<file path="config.mk">
export PLATFORM = sky130hd
export DESIGN_NAME = mem_arbiter
export DESIGN_NICKNAME = d
export VERILOG_FILES = /design/src/rtl/mem_arb_pkg.sv /design/src/rtl/mem_arb_rr.sv /design/src/rtl/mem_arbiter.sv
export SDC_FILE = /design/constraint.sdc
export NUM_CORES = 1
export LEC_CHECK = 0
export BUFFER_PORTS_ARGS = -buffer_cell sky130_fd_sc_hd__clkbuf_2
export CAP_MARGIN = 10
export CELL_PAD_IN_SITES_DETAIL_PLACEMENT = 0
export CELL_PAD_IN_SITES_GLOBAL_PLACEMENT = 1
export CORE_MARGIN = 2
export CORE_UTILIZATION = 31
export DETAILED_ROUTE_END_ITERATION = 10
export PLACE_DENSITY = 0.95
export SLEW_MARGIN = 20
export SYNTH_ARGS = -nofsm -noshare
export SYNTH_HDL_FRONTEND = slang
export SYNTH_SLANG_ARGS = --single-unit
export TNS_END_PERCENT = 20
</file>
<file path="constraint.sdc">
create_clock -name clk -period 2.22 [get_ports clk]
set_input_delay 0.444 -clock clk [delete_from_list [all_inputs] [get_ports clk]]
set_output_delay 0.444 -clock clk [all_outputs]
set_load 0.01 [all_outputs]
</file>
<file path="src/rtl/mem_arb_pkg.sv">
// Shared types and constants for the IFU/LSU memory arbiter.
package mem_arb_pkg;

  localparam int unsigned MEM_LAT_W = 4;

  typedef enum logic [1:0] {
    IDLE,
    WAIT,
    ACCESS,
    RESP
  } state_t;

  typedef enum logic {
    REQ_IFU,
    REQ_LSU
  } req_id_t;

  // Load types understood by the mem block.
  localparam logic [2:0] OP_LB  = 3'd0;
  localparam logic [2:0] OP_LH  = 3'd1;
  localparam logic [2:0] OP_LW  = 3'd2;
  localparam logic [2:0] OP_LBU = 3'd4;
  localparam logic [2:0] OP_LHU = 3'd5;

endpackage

</file>
<file path="src/rtl/mem_arb_rr.sv">
// Two-input round-robin picker for the IFU/LSU memory arbiter.
module mem_arb_rr
  import mem_arb_pkg::*;
(
  input  logic ifu_valid,
  input  logic lsu_valid,
  input  logic last_grant,
  output logic grant,
  output logic grant_valid
);

  // A sole requester wins; on conflict the requester not served last time wins.
  always_comb begin
    grant_valid = ifu_valid | lsu_valid;
    grant       = REQ_IFU;
    if (ifu_valid && lsu_valid) begin
      grant = (last_grant == REQ_IFU) ? REQ_LSU : REQ_IFU;
    end else if (lsu_valid) begin
      grant = REQ_LSU;
    end
  end

endmodule

</file>
<file path="src/rtl/mem_arbiter.sv">
// Shares the single-port data memory between the IFU and the LSU, one access at a time.
module mem_arbiter
  import mem_arb_pkg::*;
#(
  parameter int unsigned MEM_LAT = 1
) (
  input  logic        clk,
  input  logic        rst,

  input  logic        ifu_req_valid,
  input  logic [31:0] ifu_req_addr,
  output logic        ifu_req_ready,
  output logic        ifu_resp_valid,
  output logic [31:0] ifu_resp_data,
  input  logic        ifu_resp_ready,

  input  logic        lsu_req_valid,
  input  logic        lsu_req_wen,
  input  logic [31:0] lsu_req_addr,
  input  logic [31:0] lsu_req_wdata,
  input  logic [7:0]  lsu_req_wmask,
  input  logic [2:0]  lsu_req_readop,
  output logic        lsu_req_ready,
  output logic        lsu_resp_valid,
  output logic [31:0] lsu_resp_data,
  input  logic        lsu_resp_ready,

  output logic        mem_valid,
  output logic        mem_wen,
  output logic [31:0] mem_raddr,
  output logic [31:0] mem_waddr,
  output logic [31:0] mem_wdata,
  output logic [7:0]  mem_wmask,
  output logic [2:0]  mem_readop,
  input  logic [31:0] mem_rdata
);

  // WAIT counts down from MEM_LAT-2 so ACCESS lands exactly MEM_LAT cycles after acceptance.
  localparam logic [MEM_LAT_W-1:0] LatLoad =
      (MEM_LAT >= 2) ? MEM_LAT_W'(MEM_LAT - 2) : '0;

  state_t               state_q, state_d;
  req_id_t              last_grant_q, last_grant_d;
  req_id_t              id_q, id_d;
  logic [MEM_LAT_W-1:0] cnt_q, cnt_d;
  logic [31:0]          addr_q, addr_d;
  logic                 wen_q, wen_d;
  logic [31:0]          wdata_q, wdata_d;
  logic [7:0]           wmask_q, wmask_d;
  logic [2:0]           readop_q, readop_d;
  logic [31:0]          rdata_q, rdata_d;

  logic grant;
  logic grant_valid;
  logic resp_ready_sel;

  mem_arb_rr u_rr (
    .ifu_valid   (ifu_req_valid),
    .lsu_valid   (lsu_req_valid),
    .last_grant  (last_grant_q),
    .grant       (grant),
    .grant_valid (grant_valid)
  );

  assign resp_ready_sel = (id_q == REQ_IFU) ? ifu_resp_ready : lsu_resp_ready;

  // State and request/response registers, cleared by the synchronous reset.
  always_ff @(posedge clk) begin
    if (rst) begin
      state_q      <= IDLE;
      last_grant_q <= REQ_IFU;
      id_q         <= REQ_IFU;
      cnt_q        <= '0;
      addr_q       <= '0;
      wen_q        <= 1'b0;
      wdata_q      <= '0;
      wmask_q      <= '0;
      readop_q     <= '0;
      rdata_q      <= '0;
    end else begin
      state_q      <= state_d;
      last_grant_q <= last_grant_d;
      id_q         <= id_d;
      cnt_q        <= cnt_d;
      addr_q       <= addr_d;
      wen_q        <= wen_d;
      wdata_q      <= wdata_d;
      wmask_q      <= wmask_d;
      readop_q     <= readop_d;
      rdata_q      <= rdata_d;
    end
  end

  // Next-state logic: accept in IDLE, count latency in WAIT, access once, hold response.
  always_comb begin
    state_d      = state_q;
    last_grant_d = last_grant_q;
    id_d         = id_q;
    cnt_d        = cnt_q;
    addr_d       = addr_q;
    wen_d        = wen_q;
    wdata_d      = wdata_q;
    wmask_d      = wmask_q;
    readop_d     = readop_q;
    rdata_d      = rdata_q;
    unique case (state_q)
      IDLE: begin
        if (grant_valid) begin
          id_d         = req_id_t'(grant);
          last_grant_d = req_id_t'(grant);
          if (grant == REQ_LSU) begin
            addr_d   = lsu_req_addr;
            wen_d    = lsu_req_wen;
            wdata_d  = lsu_req_wdata;
            wmask_d  = lsu_req_wmask;
            readop_d = lsu_req_readop;
          end else begin
            // Fetches are always full-word reads.
            addr_d   = ifu_req_addr;
            wen_d    = 1'b0;
            wdata_d  = '0;
            wmask_d  = '0;
            readop_d = OP_LW;
          end
          if (MEM_LAT == 1) begin
            state_d = ACCESS;
          end else begin
            cnt_d   = LatLoad;
            state_d = WAIT;
          end
        end
      end
      WAIT: begin
        if (cnt_q == '0) begin
          state_d = ACCESS;
        end else begin
          cnt_d = cnt_q - MEM_LAT_W'(1);
        end
      end
      ACCESS: begin
        rdata_d = wen_q ? '0 : mem_rdata;
        state_d = RESP;
      end
      RESP: begin
        if (resp_ready_sel) begin
          state_d = IDLE;
        end
      end
      default: state_d = IDLE;
    endcase
  end

  // Outputs: ready only in IDLE to the winner, strobes only in ACCESS, none while in reset.
  always_comb begin
    ifu_req_ready  = 1'b0;
    lsu_req_ready  = 1'b0;
    if ((state_q == IDLE) && grant_valid && !rst) begin
      ifu_req_ready = (grant == REQ_IFU);
      lsu_req_ready = (grant == REQ_LSU);
    end
    ifu_resp_valid = (state_q == RESP) && (id_q == REQ_IFU) && !rst;
    lsu_resp_valid = (state_q == RESP) && (id_q == REQ_LSU) && !rst;
    ifu_resp_data  = rdata_q;
    lsu_resp_data  = rdata_q;
    mem_valid      = (state_q == ACCESS) && !wen_q && !rst;
    mem_wen        = (state_q == ACCESS) && wen_q && !rst;
    mem_raddr      = addr_q;
    mem_waddr      = addr_q;
    mem_wdata      = wdata_q;
    mem_wmask      = wmask_q;
    mem_readop     = readop_q;
  end

endmodule

</file>
==> report_table.html <==
<table>
<tr><th>Metric</th><th>Value</th></tr>
<tr><th colspan="2">Status</th></tr>
<tr><td>Result of the run</td><td>finished, final reports clean</td></tr>
<tr><th colspan="2">Setup path</th></tr>
<tr><td>Maximum fanout along the worst path</td><td>13</td></tr>
<tr><td>Family of cells with the greatest summed delay on the critical path</td><td>simple AND/OR/NAND/NOR gates</td></tr>
<tr><td>Startpoint of the most critical register-to-register path</td><td>state_q[0]</td></tr>
<tr><td>Category of the worst setup path capture point</td><td>output port</td></tr>
<tr><td>Startpoint type of the worst setup path</td><td>flop</td></tr>
<tr><td>Buffers plus inverters on the worst setup path</td><td>1</td></tr>
<tr><td>Crit path depth</td><td>3</td></tr>
<tr><td>Worst Reg-to-Reg Cells</td><td>4</td></tr>
<tr><td>Crit-path slowest cell</td><td>sky130_fd_sc_hd__or3_4</td></tr>
<tr><td>Worst stage delay on the critical path</td><td>about 480 ps</td></tr>
<tr><td>Chain of cells forming the critical path</td><td>or3_4 &gt; nor2_8 &gt; clkbuf_2</td></tr>
<tr><td>Crit path DAT</td><td>1650 ps</td></tr>
<tr><td>CP required</td><td>between 1500 and 2000 ps</td></tr>
<tr><td>Capture point of the worst reg-to-reg path</td><td>mem_raddr[18]</td></tr>
<tr><td>Worst reg-to-reg setup slack</td><td>510 ps</td></tr>
<tr><td>Startpoint-to-endpoint class of the critical path</td><td>reg2out</td></tr>
<tr><th colspan="2">Drt</th></tr>
<tr><td>Routed via count divided by cell count</td><td>4.834</td></tr>
<tr><td>DRC violation total after the first TritonRoute iteration</td><td>215</td></tr>
<tr><td>Number of remaining DRC errors</td><td>0</td></tr>
<tr><td>Total number of vias</td><td>around 4,400</td></tr>
<tr><td>Final routed wire length divided by cell count</td><td>roughly 15 µm</td></tr>
<tr><td>Final Routed Wirelength</td><td>about 14 mm</td></tr>
<tr><td>Length of routed met2 wiring</td><td>approximately 7 mm</td></tr>
<tr><td>Length of routed wiring on met1</td><td>5.523 mm</td></tr>
<tr><td>Number of iterations in the first detailed-routing pass</td><td>4</td></tr>
<tr><td>Number of nets still failing antenna checks after routing</td><td>0</td></tr>
<tr><td>Highest metal layer with signal wires</td><td>met4</td></tr>
<tr><td>Amount of wire on met3 after detailed routing</td><td>1.048 mm</td></tr>
<tr><th colspan="2">Global routing</th></tr>
<tr><td>Antenna violations before repair</td><td>0</td></tr>
<tr><td>Pin count of the biggest net entering global routing</td><td>67</td></tr>
<tr><td>Number of global-route vias before repair</td><td>~4,000</td></tr>
<tr><td>Wire length of the first global-routing pass</td><td>between 20 and 25 mm</td></tr>
<tr><td>Global Route Usage Sum</td><td>0.1663</td></tr>
<tr><td>Gr ovfl total</td><td>0</td></tr>
<tr><th colspan="2">Synthesis</th></tr>
<tr><td>Share of the synthesized area in compound gates (AO/OA/AOI/OAI)</td><td>0.2320</td></tr>
<tr><td>Adder-cell share of the synthesized area</td><td>0.002691</td></tr>
<tr><td>Dominant cell type by area after synthesis</td><td>sky130_fd_sc_hd__dfxtp_1</td></tr>
<tr><td>Number of storage elements in the synthesis netlist</td><td>115</td></tr>
<tr><td>Number of warning messages in the yosys log</td><td>0</td></tr>
<tr><td>Yosys cell types</td><td>35</td></tr>
<tr><td>Xor/xnor share of the synthesized area</td><td>0</td></tr>
<tr><td>Post-synth design cell area</td><td>approximately 0.0046 mm²</td></tr>
<tr><td>Proportion of synthesized area in mux cells</td><td>0.002153</td></tr>
<tr><td>Largest family of logic cells by synthesized area</td><td>compound AO/OA/AOI/OAI gates</td></tr>
<tr><td>Average footprint of a synthesized cell</td><td>10.36 µm²</td></tr>
<tr><td>Mapped Cells</td><td>roughly 450</td></tr>
<tr><td>Area fraction in and, or, nand and nor cells after synthesis</td><td>0.09365</td></tr>
<tr><td>Top post-synthesis cells by area</td><td>sky130_fd_sc_hd__dfxtp_1, sky130_fd_sc_hd__a22o_1, sky130_fd_sc_hd__buf_4, sky130_fd_sc_hd__a221o_1, sky130_fd_sc_hd__nor3_1</td></tr>
<tr><td>Post-Syn Nets</td><td>roughly 600</td></tr>
<tr><td>Area share of the largest cell type after synthesis</td><td>0.4952</td></tr>
<tr><td>Sequential fraction of the synthesis area</td><td>0.4952</td></tr>
<tr><th colspan="2">Floorplanning</th></tr>
<tr><td>Core area</td><td>0.01459 mm²</td></tr>
<tr><td>Starting Density</td><td>0.3187</td></tr>
<tr><td>Placement row count</td><td>44</td></tr>
<tr><td>Io pins</td><td>323</td></tr>
<tr><td>Die boundary height</td><td>~130 µm</td></tr>
<tr><td>Die Area</td><td>between 0.015 and 0.02 mm²</td></tr>
<tr><td>DIE WIDTH</td><td>between 100 and 150 µm</td></tr>
<tr><th colspan="2">Timing</th></tr>
<tr><td>Total Neg Setup Slack</td><td>0 ps</td></tr>
<tr><td>Time the worst path needs with I/O delays and setup</td><td>around 2100 ps</td></tr>
<tr><td>Final clock skew</td><td>just under 7 ps</td></tr>
<tr><td>Count of endpoints failing setup in the final report</td><td>0</td></tr>
<tr><td>Hold violation count in the final report</td><td>0</td></tr>
<tr><td>Max-slew violation count</td><td>0</td></tr>
<tr><td>Peak Freq</td><td>approximately 480 MHz</td></tr>
<tr><td>Fin crit share</td><td>0.9413</td></tr>
<tr><td>Setup repair after global routing missed its margin</td><td>false</td></tr>
<tr><td>Worst Tran Pin Value</td><td>roughly 600 ps</td></tr>
<tr><td>Fin Hold WS</td><td>roughly 250 ps</td></tr>
<tr><td>Headroom to the max-slew limit</td><td>0.5873</td></tr>
<tr><th colspan="2">Power</th></tr>
<tr><td>Power density of the placed cells</td><td>between 900 and 1000 mW/mm²</td></tr>
<tr><td>Worst vdd rail ir drop</td><td>roughly 0.00052 V</td></tr>
<tr><td>Total leakage power</td><td>between 3 and 4 nW</td></tr>
<tr><th colspan="2">Clock network</th></tr>
<tr><td>Number of setup buffers added after CTS</td><td>0</td></tr>
<tr><td>Hold_buf cts</td><td>0</td></tr>
<tr><td>Clock H-tree levels</td><td>4</td></tr>
<tr><td>Total clock buffers created by CTS</td><td>17</td></tr>
<tr><td>Clock tree from TritonCTS</td><td>done</td></tr>
<tr><td>Clk_lat worst skew</td><td>roughly 410 ps</td></tr>
<tr><td>Max clock buf depth</td><td>2</td></tr>
<tr><td>Clock tree root driver cell</td><td>sky130_fd_sc_hd__clkbuf_16</td></tr>
<tr><td>Number of resized instances in the post-cts repair step</td><td>0</td></tr>
<tr><td>Clock slew seen by the registers of the worst setup and hold paths</td><td>about 60 ps</td></tr>
<tr><td>Total clock sinks</td><td>115</td></tr>
<tr><th colspan="2">Finish</th></tr>
<tr><td>Filler-free cell count of the finished design</td><td>901</td></tr>
<tr><td>Post-synthesis to final-layout area growth</td><td>39.29%</td></tr>
<tr><td>NumNets Final</td><td>around 850</td></tr>
<tr><td>Share of final-layout standard cells stronger than drive strength 1</td><td>0.5244</td></tr>
<tr><td>Commonest non-fill, non-tap cell in the layout</td><td>sky130_fd_sc_hd__clkbuf_2</td></tr>
<tr><td>Leading cell types in the layout, fill and taps excluded</td><td>sky130_fd_sc_hd__clkbuf_2, sky130_fd_sc_hd__dfxtp_1, sky130_fd_sc_hd__a22o_1, sky130_fd_sc_hd__inv_1, sky130_fd_sc_hd__nor3_1</td></tr>
<tr><td>Antenna cell count</td><td>0</td></tr>
<tr><th colspan="2">Flow run</th></tr>
<tr><td>Maximum capacitance violations</td><td>0</td></tr>
<tr><th colspan="2">Placed design</th></tr>
<tr><td>Buffers added on ports</td><td>~320</td></tr>
<tr><td>DPL Wire Length</td><td>10.07 mm</td></tr>
<tr><td>Weighted congestion at the end of routability-driven global placement</td><td>~0.8</td></tr>
<tr><td>Post-Place Cells</td><td>869</td></tr>
<tr><th colspan="2">Min path</th></tr>
<tr><td>Hold depth</td><td>2</td></tr>
<tr><td>Type of the worst min-delay path</td><td>in2reg</td></tr>
<tr><td>Destination of the worst hold path</td><td>ifu_resp_data[27]</td></tr>
<tr><td>Start point of the worst hold path</td><td>mem_rdata[27]</td></tr>
</table>
[cells in the mapped netlist, drive strengths merged]
cell type / count
dfxtp: 115
buf: 87
a22o: 73
inv: 26
nor3: 25
a221o: 23
nand3: 19
clkbuf: 12
o21ai: 12
a31oi: 10
a21oi: 9
nor2: 5
nand2: 4
nor3b: 4
nand2b: 3
or2: 3
or3: 3
a211oi: 2
and3b: 2
nand3b: 2
nor2b: 2
or4: 2
a21bo: 1
a21boi: 1
and3: 1
ha: 1
mux2i: 1
o221ai: 1
[cell type report]
type	instances	area, µm²
Clock buffer	18	439.2
Inverter	26	97.59
Timing Repair Buffer	335	1722
Multi-Input combinational cell	209	1556
Fill cell	1417	8113
Clock inverter	14	128.9
Tap cell	184	230.2
Sequential cell	115	2302
[state kept, by name, indices dropped and copies added, names as in the netlist, 2 cells and up]
| signal | flops |
|---|---|
| mem_readop | 3 |
| mem_wmask | 8 |
| mem_wdata | 32 |
| state_q | 2 |
| ifu_resp_data | 32 |
| cnt_q | 4 |
| mem_raddr | 32 |
[per-stage QoR]
step	total power (W)	setup WS, ps	util	area, µm²
2_1_floorplan	0.003026	572.4	-	4649
3_3_place_gp	0.003362	438.5	0.4050	5908
3_5_place_dp	0.003372	454.8	0.4050	5908
4_1_cts	0.005983	87.91	0.4439	6476
5_1_grt	0.006173	20.03	0.4439	6476
6_report	0.005897	130.3	0.4439	6476
[cells by family (layout without fill, tap and decap cells)]
| logic type | after synthesis | in the layout |
|---|---|---|
| buf+inv | 125 | 393 |
| fa+ha+maj | 1 | 1 |
| simple gates | 75 | 75 |
| flops | 115 | 115 |
| mux | 1 | 1 |
| compound gates | 132 | 132 |
[metal layers]
layer / vias up / global-route usage
met1: 2040 / 0.2019
met4: 0 / 0.04848
met3: 18 / 0.05441
met2: 205 / 0.2812
met5: - / 0
li1: 2092 / -
[power by group]
group          internal, W  switching, W
sequential         0.00224      0.000143
clock              0.00158       0.00100
combinational     0.000443      0.000497
[worst max path at each step]
| stage | from | end |
|---|---|---|
| after global routing | state_q[1] | mem_valid |
| final | state_q[0] | lsu_req_ready |
| after detailed placement | rst | lsu_req_ready |
| after floorplan | state_q[1] | lsu_req_ready |
| after global placement | rst | lsu_req_ready |
| after CTS | state_q[0] | lsu_req_ready |
(Power assumes the default switching activity.)
